==> config.mk <==
export PLATFORM = sky130hd
export DESIGN_NAME = reg_file
export DESIGN_NICKNAME = d
export VERILOG_FILES = /design/src/rtl/reg_file.sv
export SDC_FILE = /design/constraint.sdc
export NUM_CORES = 1
export LEC_CHECK = 0
export BUFFER_PORTS_ARGS = -buffer_cell sky130_fd_sc_hd__buf_2
export CAP_MARGIN = 0
export CORE_MARGIN = 4
export CORE_UTILIZATION = 52
export DETAILED_ROUTE_END_ITERATION = 16
export PLACE_DENSITY = 0.81
export SLEW_MARGIN = 10
export SYNTH_ARGS = -nofsm -noshare
export SYNTH_HDL_FRONTEND = slang
export SYNTH_SLANG_ARGS = --single-unit
==> constraint.sdc <==
create_clock -name clk -period 1.3 [get_ports clk]
set_input_delay 0.195 -clock clk [delete_from_list [all_inputs] [get_ports clk]]
set_output_delay 0.195 -clock clk [all_outputs]
set_load 0.02 [all_outputs]
==> src/rtl/reg_file.sv <==
// Architectural register file: two combinational read ports with optional
// same-cycle write bypass, one synchronous write port, a debug read port and a saturating write counter.
module reg_file #(
    parameter int DATA_W     = 8,
    parameter int ADDR_W     = 3,
    parameter int NUM_REGS   = 8,
    parameter int BYPASS     = 1,
    parameter int RESET_INIT = 0
) (
    input  logic              clk,
    input  logic              reset,
    input  logic [ADDR_W-1:0] ReadReg1,
    input  logic [ADDR_W-1:0] ReadReg2,
    input  logic [ADDR_W-1:0] WriteReg,
    input  logic [DATA_W-1:0] WriteData,
    input  logic              RegWrite,
    input  logic [ADDR_W-1:0] DbgSel,
    output logic [DATA_W-1:0] ReadData1,
    output logic [DATA_W-1:0] ReadData2,
    output logic [DATA_W-1:0] DbgData,
    output logic [7:0]        WriteCount
);

    logic [DATA_W-1:0] regs_q [NUM_REGS];
    logic [DATA_W-1:0] regs_d [NUM_REGS];
    logic [7:0]        wcount_q;
    logic [7:0]        wcount_d;
    logic              wr_en;

    // Addresses at or beyond NUM_REGS match no entry and therefore read as zero.
    function automatic logic [DATA_W-1:0] stored(input logic [ADDR_W-1:0] addr);
        logic [DATA_W-1:0] val;
        val = '0;
        for (int unsigned i = 0; i < NUM_REGS; i++) begin
            if (addr == ADDR_W'(i)) val = regs_q[i];
        end
        return val;
    endfunction

    function automatic logic in_range(input logic [ADDR_W-1:0] addr);
        logic hit;
        hit = 1'b0;
        for (int unsigned i = 0; i < NUM_REGS; i++) begin
            if (addr == ADDR_W'(i)) hit = 1'b1;
        end
        return hit;
    endfunction

    assign wr_en = RegWrite && in_range(WriteReg);

    always_comb begin
        for (int unsigned i = 0; i < NUM_REGS; i++) begin
            regs_d[i] = regs_q[i];
        end
        wcount_d = wcount_q;
        if (reset) begin
            for (int unsigned i = 0; i < NUM_REGS; i++) begin
                regs_d[i] = (RESET_INIT != 0) ? DATA_W'(i) : '0;
            end
            wcount_d = '0;
        end else if (wr_en) begin
            for (int unsigned i = 0; i < NUM_REGS; i++) begin
                if (WriteReg == ADDR_W'(i)) regs_d[i] = WriteData;
            end
            if (wcount_q != 8'hFF) wcount_d = wcount_q + 8'd1;
        end
    end

    always_ff @(posedge clk) begin
        for (int unsigned i = 0; i < NUM_REGS; i++) begin
            regs_q[i] <= regs_d[i];
        end
        wcount_q <= wcount_d;
    end

    // Bypass is suppressed while reset is high because the pending write is discarded.
    always_comb begin
        ReadData1 = stored(ReadReg1);
        ReadData2 = stored(ReadReg2);
        if ((BYPASS != 0) && wr_en && !reset) begin
            if (ReadReg1 == WriteReg) ReadData1 = WriteData;
            if (ReadReg2 == WriteReg) ReadData2 = WriteData;
        end
    end

    assign DbgData    = stored(DbgSel);
    assign WriteCount = wcount_q;

endmodule

# Word level (Yosys, flattened, before mapping)

Memory sizes are Yosys's and may differ from the RTL's.
Index checks and enable logic that the tools add are counted.

Memory bits (writable): 64
Logic and storage cells: 88
Bits of input ports: 23
Register bits: 8
Output and inout bits: 32
Memories: 1

Memories:

| memory | words | bits a word | rd ports | clocked after memory_dff | write ports | RTL line | source |
|---|---|---|---|---|---|---|---|
| regs_q | 8     | 8           | 8        | 0                        | 8           | 24       | `logic [DATA_W-1:0] regs_q [NUM_REGS];` |

Reduce and logical (&&, ||, !) cells: 8
Equal/unequal tests: 31
$add $sub $neg: 1
Multiplexer cells: 46

Operators with widths:

| cell                  | number |
|---|---|
| $mux W8               | 36 |
| $mux W64              | 2 |
| $eq A3 B3 Y1 const B  | 16 |
| $eq A3 B2 Y1 const B  | 8 |
| $eq A3 B1 Y1 const B  | 4 |
| $logic_not A3 Y1      | 4 |
| $add A8 B1 Y8 const B | 1 |
| $mux W1               | 8 |
| $ne A8 B8 Y1 const B  | 1 |
| $eq A3 B3 Y1          | 2 |
| $logic_and A1 B1 Y1   | 2 |
| $reduce_and A2 Y1     | 1 |
| $logic_not A1 Y1      | 1 |

# Depth between registers and ports, before layout

Depth in word-level cells: 12
Mapped depth: 7
Gate-level depth less buffers: 5

# Worst setup path after synthesis

OpenSTA, ideal clock, no wires.

Kind: flip-flop to flip-flop
From: register wcount_q[0] (netlist: WriteCount[0])
To: register wcount_q[6] (netlist: WriteCount[6])
Data arrival time: 1.471 ns
Library setup time: 0.128 ns
Data required time: 1.172 ns
Cell stages (with the launch flop): 6
Path buffers: 0
Period minus slack after synthesis: 1.599 ns
Slack: -0.299 ns
Cell sequence: dfxtp_1 ha_1 nand3_1 or4b_1 o21ai_0 nor2_1

Longest elaborated chain between the ends: 2
Elaborated cells on any way between the ends: 3
Those cells by class: add/sub (1); eq/ne (1); reduce/logical (1)

Ends and longest elaborated chain:

| element                                               | RTL line | source |
|---|---|---|
| start, declared                                       | 26       | `logic [7:0] wcount_q;` |
| start signal, assigned                                | 73       | `wcount_q <= wcount_d;` |
| branches (longest 2 deep; another with $add A8 B1 Y8) | -        |  |

Several ways; the timed one is not identified.
A chain may end at the register's enable or synchronous reset.

==> results.txt <==
Synth area leader - dfxtp_1
fin area - 7280 sq um
yosys warns - 0
Syn Inst Count - 660
most frequently used flop master after synthesis - dfxtp_1
commonest cells after routing, fill and taps aside - nand2_1 (170), buf_4 (102), a21oi_1 (75)
crit path max fanout - 2
die span in y - 104 um
total track usage - 0.359
period utilization - 1.42
Worst path slowest cell - dfxtp_2
Worst-Margin Slew - 764 ps
antenna cells - 0
delay-heaviest family, CP - multiplexers
max cap viols - 0
Setup WS pre-CTS - -460 ps
Pins Over Slew Limit - 0
Final setup viols - 25
CTS tree - yes
routed len/inst - 22.6 um
Worst R2R End - WriteCount[6]$_SDFFE_PP0P_
Die ar. - 10700 sq um
RSZ-0062 raised after global routing - yes
CP Depth - 5
number of clock sinks - 72
GRT overflow - 0
dpl cell area - 6200 sq um
initial antenna violation count - 0
vias in the first global route - 5587
Core Region - 8810 sq um
critical path class - reg -> out
GP Congestion - 0.941
via count - 5915
Port Buffers - 54
nature of the critical path endpoint - output port
Initial Utilization - 0.540
Relative slew margins - 0.491
Net Count, Synth - 684
Final Skew - 6.33 ps
FF-to-FF path depth - 5
FP Rows - 34
worst setup path endpoint - DbgData[3]
Layout area overhead - 53.2%
Power Density - 724 nW/um^2
fillcell total - 559
Area contributors post-synth - dfxtp_1 (30%), nand2_1 (14%), a21oi_1 (11%)
1st-iter DRT viols - 585
CP Data Required Time - 1110 ps
violations in the final reports - negative setup slack
CP Buf/Inv Count - 1
Async SR Flop Fraction - 0
register area share after synthesis - 0.303
Post-Route WL - 20.4 mm
Worst Setup SP - regs_q[0][3]$_SDFFE_PP0P_
pin count of the biggest net entering global routing - 73
Post-synth EDFFs - 0
cell chain of the critical path - mux2_2 -> a22oi_2 -> o221ai_2 -> mux2_4 -> buf_6
Worst-path clk slew - 80 ps
status - complete, but fails checks
#FFs+latches synth - 72
hold crit path type - in -> reg
Worst VDD drop - 0.590 mV
sequential share of power - 0.436
Avg Vias per Cell - 6.54
leading cell type in the layout, fill and taps excluded - nand2_1
ANT nets after route - 0
CTS Buf Count - 9
die width - 104 um
clk buf depth - 2
Switching Power - 0.00173 W
Pleak - 2.65 nW
final setup margin - -546 ps
arrival time worst endpoint - 1650 ps
post-synth top area share - 0.303
Detailed Routing Iterations Pass 1 - 5
slowest stage delay, CP - 330 ps
switching share of power - 0.328
setup_tns - -10130 ps
Worst Setup Start Kind - flop
synthesized area - 4750 sq um
Tmin final - 1850 ps
FMAX - 0.542 GHz
synth unique cells - 43
clk_lat worst skew - 340 ps
Mapped Avg Cell Area - 7.20 sq um
Root Driver - clkbuf_8
Logic pwr share - 0.270
Clk pwr share - 0.294
DRC Markers - 0
ratio of cells with drive above 1 in the final layout - 0.517
Final #Nets - 817
P_int - 0.00354 W
r2r setup slk - -60 ps
dpl hpwl - 14.3 mm
first-pass GRT wire length - 30.8 mm
Fin. Hold Viols - 0
H-tree Lvls - 3
reg2reg start - WriteCount[0]$_SDFFE_PP0P_
# IOs - 55
-- flip-flops by register name, indices dropped and copies added (netlist names) --
signal / flops
WriteCount: 8
regs_q: 64
-- worst register-to-register path: stages (launching register included) --
cell and delay, ps:
dfxtp_4 360, ha_4 150, nand3_2 70, or4b_4 530
o21ai_2 70, nor2_1 40
-- worst min-delay path by stage --
| stage | to | slack (ps) | cells after the start | from |
|---|---|---|---|---|
| 6_report | regs_q[0][25]$_SDFFE_PP0P_ | 210 | 3 | WriteData[1] |
| 5_1_grt | regs_q[0][25]$_SDFFE_PP0P_ | 210 | 3 | WriteData[1] |
| 3_3_place_gp | regs_q[0][4]$_SDFFE_PP0P_ | 470 | 2 | regs_q[0][4]$_SDFFE_PP0P_ |
| 2_1_floorplan | WriteCount[2]$_SDFFE_PP0P_ | 430 | 2 | reset |
| 4_1_cts | regs_q[0][25]$_SDFFE_PP0P_ | 190 | 3 | WriteData[1] |
| 3_5_place_dp | regs_q[0][4]$_SDFFE_PP0P_ | 480 | 2 | regs_q[0][4]$_SDFFE_PP0P_ |
-- synth_stat cells, types with 4 or more instances --
cell type,instances
a21oi_1,103
nand3_1,8
clkbuf_1,22
buf_4,7
a31oi_1,19
buf_1,4
nand2_1,172
o21ai_1,13
xnor2_1,8
dfxtp_1,72
mux2_2,13
a22oi_1,8
nand2b_1,23
o221ai_1,21
nor2b_1,5
mux2i_1,37
buf_2,21
a22o_1,4
nor2_1,33
inv_1,9
o22ai_1,16
nand4_1,7
o21ai_0,7
mux4_2,4
-- cell families after synthesis --
group / synth area share
buffers and inverters: 0.0666
AOI/OAI and AO/OA: 0.239
adders and majority gates: 0.00263
muxes: 0.131
xor gates and xnor gates: 0.0166
and+or+nand+nor: 0.241
DFF: 0.303
-- metrics by stage --
step	hold slack, ps	std cells	power [W]	util
after CTS	194	901	0.00515	0.791
after detailed placement	480	886	0.00351	0.704
final	206	905	0.00527	0.827
after global routing	211	905	0.00544	0.827
after global placement	467	886	0.00348	0.704
after floorplan	427	660	0.00310	-
-- per-layer routing --
| metal | track usage | vias up | share of wire |
|---|---|---|---|
| met2 | 0.611 | 428 | 0.47 |
| met3 | 0.0945 | 113 | 0.11 |
| li1 | - | 2595 | - |
| met5 | 0 | - | 0 |
| met4 | 0.177 | 0 | 0.059 |
| met1 | 0.417 | 2779 | 0.36 |
-- power by group through the flow --
| stage | sequential, W | clock, W | combinational, W |
|---|---|---|---|
| floorplan | 0.00235 | 0 | 0.000744 |
| global placement | 0.00236 | 0 | 0.00112 |
| detailed placement | 0.00236 | 0 | 0.00115 |
| CTS | 0.00229 | 0.00155 | 0.00131 |
| global route | 0.00230 | 0.00166 | 0.00148 |
| finish | 0.00230 | 0.00155 | 0.00142 |
-- final cells by class --
type	count	area, sq um	area share
tap	108	135	0.0186
clock inverter	5	33.8	0.00464
sequential	72	1560	0.214
clock buffer	10	128	0.0175
timing repair buffer	179	1550	0.212
inverter	9	36.3	0.00498
multi-input combinational	522	3840	0.528
-- timing repair --
action / in CTS / in global routing
hold buffers: 0 / 0
buffers inserted: 1 / 5
pin swaps: 51 / 40
setup endpoints to repair: 26 / 39
gates cloned: 1 / 1
gates resized for setup: 188 / 67
Note: power is estimated with default switching activity, not from simulation.
